==> config.mk <==
export PLATFORM = sky130hd
export DESIGN_NAME = d_ctrl
export DESIGN_NICKNAME = d
export VERILOG_FILES = /design/src/rtl/d_ctrl_pkg.sv /design/src/rtl/d_ctrl_timer.sv /design/src/rtl/d_ctrl.sv
export SDC_FILE = /design/constraint.sdc
export NUM_CORES = 1
export LEC_CHECK = 0
export BUFFER_PORTS_ARGS = -buffer_cell sky130_fd_sc_hd__buf_2
export CORE_MARGIN = 3
export CORE_UTILIZATION = 62
export CTS_BUF_LIST = sky130_fd_sc_hd__clkbuf_8
export CTS_CLUSTER_DIAMETER = 30
export CTS_CLUSTER_SIZE = 14
export DETAILED_ROUTE_END_ITERATION = 10
export GPL_ROUTABILITY_DRIVEN = 0
export PLACE_DENSITY = 0.8
export SYNTH_ARGS = -nofsm -noshare
export SYNTH_HDL_FRONTEND = slang
export SYNTH_SLANG_ARGS = --single-unit
==> constraint.sdc <==
create_clock -name iclk -period 2.45 [get_ports iclk]
set_input_delay 0.49 -clock iclk [delete_from_list [all_inputs] [get_ports iclk]]
set_output_delay 0.49 -clock iclk [all_outputs]
set_load 0.05 [all_outputs]
==> src/rtl/d_ctrl_pkg.sv <==
// D-line round controller shared types.
// State encoding and default sizing.
package d_ctrl_pkg;

  localparam int unsigned DEF_RAM_BLOCKS   = 8;
  localparam logic [15:0] DEF_BUSY_TIMEOUT = 16'd50000;
  localparam int unsigned TMR_W            = 16;

  localparam logic [3:0] ST_IDLE      = 4'd0;
  localparam logic [3:0] ST_RD_CMD    = 4'd1;
  localparam logic [3:0] ST_RD_DATA   = 4'd2;
  localparam logic [3:0] ST_RD_STOP   = 4'd3;
  localparam logic [3:0] ST_PROC      = 4'd4;
  localparam logic [3:0] ST_PROC_WAIT = 4'd5;
  localparam logic [3:0] ST_WR_CMD    = 4'd6;
  localparam logic [3:0] ST_WR_BUSY   = 4'd7;
  localparam logic [3:0] ST_WR_LAST   = 4'd8;
  localparam logic [3:0] ST_WR_STOP   = 4'd9;
  localparam logic [3:0] ST_DONE      = 4'd10;

  typedef enum logic [3:0] {
    IDLE      = ST_IDLE,
    RD_CMD    = ST_RD_CMD,
    RD_DATA   = ST_RD_DATA,
    RD_STOP   = ST_RD_STOP,
    PROC      = ST_PROC,
    PROC_WAIT = ST_PROC_WAIT,
    WR_CMD    = ST_WR_CMD,
    WR_BUSY   = ST_WR_BUSY,
    WR_LAST   = ST_WR_LAST,
    WR_STOP   = ST_WR_STOP,
    DONE      = ST_DONE
  } state_t;

endpackage

==> src/rtl/d_ctrl_timer.sv <==
// Saturating wait timer for command and busy phases.
// A clear restarts counting with the current cycle.
module d_timer
  import d_ctrl_pkg::*;
(
  input  logic             iclk,
  input  logic             irst,
  input  logic             clr,
  input  logic             en,
  input  logic [TMR_W-1:0] limit,
  output logic             expired
);

  logic [TMR_W-1:0] count;

  always_ff @(posedge iclk or posedge irst) begin
    if (irst) begin
      count <= '0;
    end else if (clr) begin
      count <= {{(TMR_W-1){1'b0}}, en};
    end else if (en && (count != '1)) begin
      count <= count + TMR_W'(1);
    end
  end

  // a stale count from the previous phase must not fire
  assign expired = en && !clr && (count >= limit);

endmodule

==> src/rtl/d_ctrl.sv <==
// Read-process-write round sequencer for the SD D-line path.
// Drives command requests, driver starts and block processing.
module d_ctrl
  import d_ctrl_pkg::*;
#(
  parameter int unsigned RAM_BLOCKS   = DEF_RAM_BLOCKS,
  parameter logic [15:0] BUSY_TIMEOUT = DEF_BUSY_TIMEOUT
)(
  input  logic                          iclk,
  input  logic                          irst,
  input  logic                          istart,
  output logic                          ocmd_read_req,
  output logic                          ocmd_write_req,
  output logic                          ocmd_stop_req,
  input  logic                          icmd_done,
  output logic                          odrv_start,
  input  logic                          iread_done,
  input  logic                          iwrite_done,
  input  logic                          icheck_status,
  input  logic                          id0,
  output logic                          oproc_start,
  output logic [$clog2(RAM_BLOCKS)-1:0] oproc_sel,
  input  logic                          iproc_done,
  output logic                          odone,
  output logic                          oerror
);

  localparam int unsigned BW = $clog2(RAM_BLOCKS);
  localparam logic [BW-1:0] BLK_LAST = BW'(RAM_BLOCKS - 1);

  state_t        state;
  logic [BW-1:0] blk;
  logic          armed;
  logic          d0_q;
  logic          wd_q;
  logic          tclr;
  logic          live;
  logic          tmr_en;
  logic          tmr_exp;

  assign oproc_sel = blk;

  always_comb begin
    tmr_en = 1'b0;
    unique case (state)
      RD_CMD, RD_STOP, WR_CMD,
      WR_LAST, WR_STOP: tmr_en = 1'b1;
      WR_BUSY:          tmr_en = armed;
      default:          tmr_en = 1'b0;
    endcase
  end

  d_timer u_timer (
    .iclk    (iclk),
    .irst    (irst),
    .clr     (tclr),
    .en      (tmr_en),
    .limit   (BUSY_TIMEOUT),
    .expired (tmr_exp)
  );

  always_ff @(posedge iclk or posedge irst) begin
    if (irst) begin
      state          <= IDLE;
      blk            <= '0;
      armed          <= 1'b0;
      d0_q           <= 1'b0;
      wd_q           <= 1'b0;
      tclr           <= 1'b0;
      live           <= 1'b0;
      ocmd_read_req  <= 1'b0;
      ocmd_write_req <= 1'b0;
      ocmd_stop_req  <= 1'b0;
      odrv_start     <= 1'b0;
      oproc_start    <= 1'b0;
      odone          <= 1'b0;
      oerror         <= 1'b0;
    end else begin
      ocmd_read_req  <= 1'b0;
      ocmd_write_req <= 1'b0;
      ocmd_stop_req  <= 1'b0;
      odrv_start     <= 1'b0;
      oproc_start    <= 1'b0;
      odone          <= 1'b0;
      tclr           <= 1'b0;
      live           <= 1'b1;
      d0_q           <= id0;
      wd_q           <= iwrite_done;
      unique case (state)
        IDLE: begin
          // first edge out of reset never starts a round
          if (istart && live) begin
            state         <= RD_CMD;
            ocmd_read_req <= 1'b1;
            odrv_start    <= 1'b1;
            oerror        <= 1'b0;
            blk           <= '0;
            tclr          <= 1'b1;
          end
        end
        RD_CMD: begin
          if (icmd_done) begin
            state <= RD_DATA;
            tclr  <= 1'b1;
          end else if (tmr_exp) begin
            state  <= DONE;
            odone  <= 1'b1;
            oerror <= 1'b1;
            tclr   <= 1'b1;
          end
        end
        RD_DATA: begin
          if (iread_done) begin
            state         <= RD_STOP;
            ocmd_stop_req <= 1'b1;
            tclr          <= 1'b1;
          end else if (iwrite_done && wd_q) begin
            state  <= DONE;
            odone  <= 1'b1;
            oerror <= 1'b1;
            tclr   <= 1'b1;
          end
        end
        RD_STOP: begin
          if (icmd_done) begin
            state <= PROC;
            tclr  <= 1'b1;
          end else if (tmr_exp) begin
            state  <= DONE;
            odone  <= 1'b1;
            oerror <= 1'b1;
            tclr   <= 1'b1;
          end
        end
        PROC: begin
          state       <= PROC_WAIT;
          oproc_start <= 1'b1;
          tclr        <= 1'b1;
        end
        PROC_WAIT: begin
          if (iproc_done) begin
            blk  <= blk + BW'(1);
            tclr <= 1'b1;
            if (blk == BLK_LAST) begin
              state          <= WR_CMD;
              ocmd_write_req <= 1'b1;
            end else begin
              state <= PROC;
            end
          end
        end
        WR_CMD: begin
          if (icmd_done) begin
            state      <= WR_BUSY;
            odrv_start <= 1'b1;
            armed      <= 1'b0;
            tclr       <= 1'b1;
          end else if (tmr_exp) begin
            state  <= DONE;
            odone  <= 1'b1;
            oerror <= 1'b1;
            tclr   <= 1'b1;
          end
        end
        WR_BUSY: begin
          if (armed && id0 && d0_q) begin
            blk        <= blk + BW'(1);
            odrv_start <= 1'b1;
            armed      <= 1'b0;
            if (blk == BLK_LAST) begin
              state <= WR_LAST;
              tclr  <= 1'b1;
            end
          end else if (tmr_exp) begin
            state  <= DONE;
            odone  <= 1'b1;
            oerror <= 1'b1;
            tclr   <= 1'b1;
          end else if (icheck_status) begin
            armed <= 1'b1;
            tclr  <= 1'b1;
          end
        end
        WR_LAST: begin
          if (iwrite_done) begin
            state         <= WR_STOP;
            ocmd_stop_req <= 1'b1;
            tclr          <= 1'b1;
          end else if (tmr_exp) begin
            state  <= DONE;
            odone  <= 1'b1;
            oerror <= 1'b1;
            tclr   <= 1'b1;
          end
        end
        WR_STOP: begin
          if (icmd_done) begin
            state <= DONE;
            odone <= 1'b1;
            tclr  <= 1'b1;
          end else if (tmr_exp) begin
            state  <= DONE;
            odone  <= 1'b1;
            oerror <= 1'b1;
            tclr   <= 1'b1;
          end
        end
        DONE: begin
          state <= IDLE;
          tclr  <= 1'b1;
        end
        default: state <= IDLE;
      endcase
    end
  end

endmodule

==> flow_metrics.env <==
export IMPL_synth_xor_area_frac=0.03256
export IMPL_grt_max_degree=36
export IMPL_max_slew_margin_rel=0.4958
export IMPL_cts_resized=0
export IMPL_period_minus_slack_ns=2.171
export IMPL_synth_simple_area_share=0.2568
export IMPL_cp_buffers_inverters=1
export IMPL_synth_main_ff_cell="dfrtp_1"
export IMPL_ys_types=66
export IMPL_ys_ff_latch=35
export IMPL_ant_nets=0
export IMPL_vdd_drop_max_v=0.0005302
export IMPL_largest_reg_flops=16
export IMPL_cts_tree="built"
export IMPL_synth_area_leaders="dfrtp_1 (36%), nor2_1 (4.0%), a21oi_1 (3.3%)"
export IMPL_end_kind="register"
export IMPL_grt_pass1_vias=1998
export IMPL_crit_chain="buf_4 > or4bb_1 > o32ai_4 > a221oi_2 > and2_4 > a221o_1"
export IMPL_drt_total_wl_mm=5.682
export IMPL_cts_max_path_buffers=2
export IMPL_max_cap_violations=0
export IMPL_clock_fmax_mhz=460.6
export IMPL_ys_async_sr_fraction=1.000
export IMPL_maxSlewViolCount=0
export IMPL_dieHeight_um=68.49
export IMPL_required_ns=2.61
export IMPL_initial_core_util=0.6515
export IMPL_pre_cts_ws_ns=0.3034
export IMPL_rsz0062_at_grt="no"
export IMPL_synth_net_count=284
export IMPL_synth_most_common_cell="dfrtp_1"
export IMPL_antenna_found_initial=0
export IMPL_grt_overflow_total=0
export IMPL_path_class="reg -> reg"
export IMPL_setup_violations=0
export IMPL_fp_dieW_um=68.49
export IMPL_area_delta_synth_final_pct=10.23
export IMPL_largest_register="u_timer.count"
export IMPL_path_delay_family="simple AND/OR/NAND/NOR gates"
export IMPL_wl_per_cell_um=16.91
export IMPL_final_nets=300
export IMPL_start_kind="register"
export IMPL_power_leakage_nw=1.093
export IMPL_cts_sinks=35
export IMPL_cp_data_arrival_time_ns=2.33
export IMPL_track_usage=0.2694
export IMPL_synth_enable_flop_cells=0
export IMPL_synth_area_per_cell_um2=8.934
export IMPL_postCtsSetupBuffers=0
export IMPL_finalHoldWorstSlack_ns=0.2868
export IMPL_postSynthCellCount=271
export IMPL_htreeDepth=2
export IMPL_synth_area_um2=2421
export IMPL_finalHoldViolCount=0
export IMPL_drive_gt1_frac=0.1910
export IMPL_clock_latency_ns=0.29
export IMPL_ctsHoldBuffers=0
export IMPL_rows=22
export IMPL_outcome="finished, final reports clean"
export IMPL_core_area_um2=3716
export IMPL_critical_path_slowest_cell="or4bb_1"
export IMPL_clkTransAtPathRegs_ns=0.07
export IMPL_synth_compound_area_frac=0.2481
export IMPL_ys_top_cells_by_count="dfrtp_1 (35), nor2_1 (26), nand2_1 (19), a21oi_1 (16), o21ai_0 (12)"
export IMPL_setup_tns_ns=0
export IMPL_synth_warnings=0
export IMPL_grt_pass1_wl_mm=9.466
export IMPL_cts_buffers=5
export IMPL_crit_path_max_incr_delay_ns=0.57
export IMPL_diodes=0
export IMPL_synth_top_family_by_area="simple AND/OR/NAND/NOR gates"
export IMPL_clock_root_buffer="clkbuf_8"
export IMPL_vias=2189
export IMPL_finalInstanceArea_um2=2669
export IMPL_worstMarginPinSlew_ns=0.7563
export IMPL_drc_errors=0
export IMPL_synthMuxAreaShare=0.02222
export IMPL_yosys_area_top_type="dfrtp_1"
export IMPL_io_pins=19
export IMPL_power_density_nw_per_um2=1000
export IMPL_drt_iter0_drc=191
export IMPL_critPathMaxFanout=24
export IMPL_place_area_um2=2551
export IMPL_synth_fa_ha_area_frac=0.02067
export IMPL_synth_top_cell_area_share=0.3618
export IMPL_finClkSkew_ns=0.009535
export IMPL_hp_class="in -> async"
export IMPL_ys_seq_area_frac=0.3618
export IMPL_fin_ws_ns=0.2790
export IMPL_io_buffers=18
export IMPL_first_pass_iters=5
export IMPL_hpwl_mm=4.129
export IMPL_die_area_um2=4691
export IMPL_period_share=0.8861
export IMPL_routed_via_density=6.515
==> placed cells by master, fill, tap and decap left out, types with 3 or more instances in the layout <==
cell,count
a21oi_1,16
nand4_1,9
a211o_1,3
buf_4,11
and3_1,4
ha_1,4
xnor2_1,8
nor2_1,26
nor4_1,9
a211oi_1,8
o32ai_1,4
nand3_1,7
o211ai_1,3
nand2_1,19
or2_2,4
or3_1,4
clkbuf_8,6
o21ai_0,12
buf_2,18
dfrtp_1,35
nor3_1,5
mux2_2,3
nand2b_1,5
a221oi_1,3
nand3b_1,4
inv_1,9
==> metrics by stage <==
step / cells / power (mW) / util
floorplan: 271 / 1.855 / -
global placement: 328 / 2.098 / 0.6865
detailed placement: 328 / 2.129 / 0.6865
CTS: 336 / 2.663 / 0.7182
global route: 336 / 2.860 / 0.7182
finish: 336 / 2.669 / 0.7182
==> kinds of logic after synthesis <==
kind of cell    count (synthesis)
compound gates                 77
xor+xnor                        9
fa+ha+maj                       4
buf+inv                        29
flops                          35
mux                             5
other cells                     1
simple gates                  111
==> worst reg2reg max path, stage by stage, from the launching register on <==
cell and delay [ns]:
dfrtp_1 0.43, buf_4 0.28, or4bb_1 0.58, o32ai_4 0.22, a221oi_2 0.07, and2_4 0.18, a221o_1 0.30
==> report_power, final <==
part / switching (mW) / leakage [nW] / internal (mW) / total, mW
logic: 0.862 / 0.562 / 0.522 / 1.38
clock network: 0.199 / 0.0612 / 0.329 / 0.528
registers: 0.0828 / 0.470 / 0.673 / 0.756
==> metal layers <==
layer | vias to the layer above | GRT usage | wire [um]
met1 | 1029 | 0.3248 | 2336
li1 | 1052 | - | -
met3 | 11 | 0.04538 | 291
met5 | - | 0 | 0
met4 | 0 | 0.1067 | 81
met2 | 97 | 0.4732 | 2972
==> path summary, 6_finish.rpt <==
kind	start	endpoint	slack [ns]	cells past startpoint
setup / recovery	state[2]	state[2]	0.28	6
max in group asynchronous	irst	state[3]	1.85	3
hold / removal	irst	oproc_sel[0]	0.29	3
setup reg to reg	state[2]	state[2]	0.28	6
hold reg to reg	oproc_sel[1]	oproc_sel[1]	0.55	1
min in group iclk	id0	d0_q	0.34	1
==> cell type report <==
cell class / count / area, um2
multi-input combinational: 207 / 1409
fill: 294 / 1047
sequential: 35 / 875.8
timing repair buffer: 29 / 172.7
clock buffer: 6 / 82.58
tap: 48 / 60.06
clock inverter: 2 / 35.03
inverter: 9 / 33.78
No activity file was read; power rests on OpenSTA's default activity.
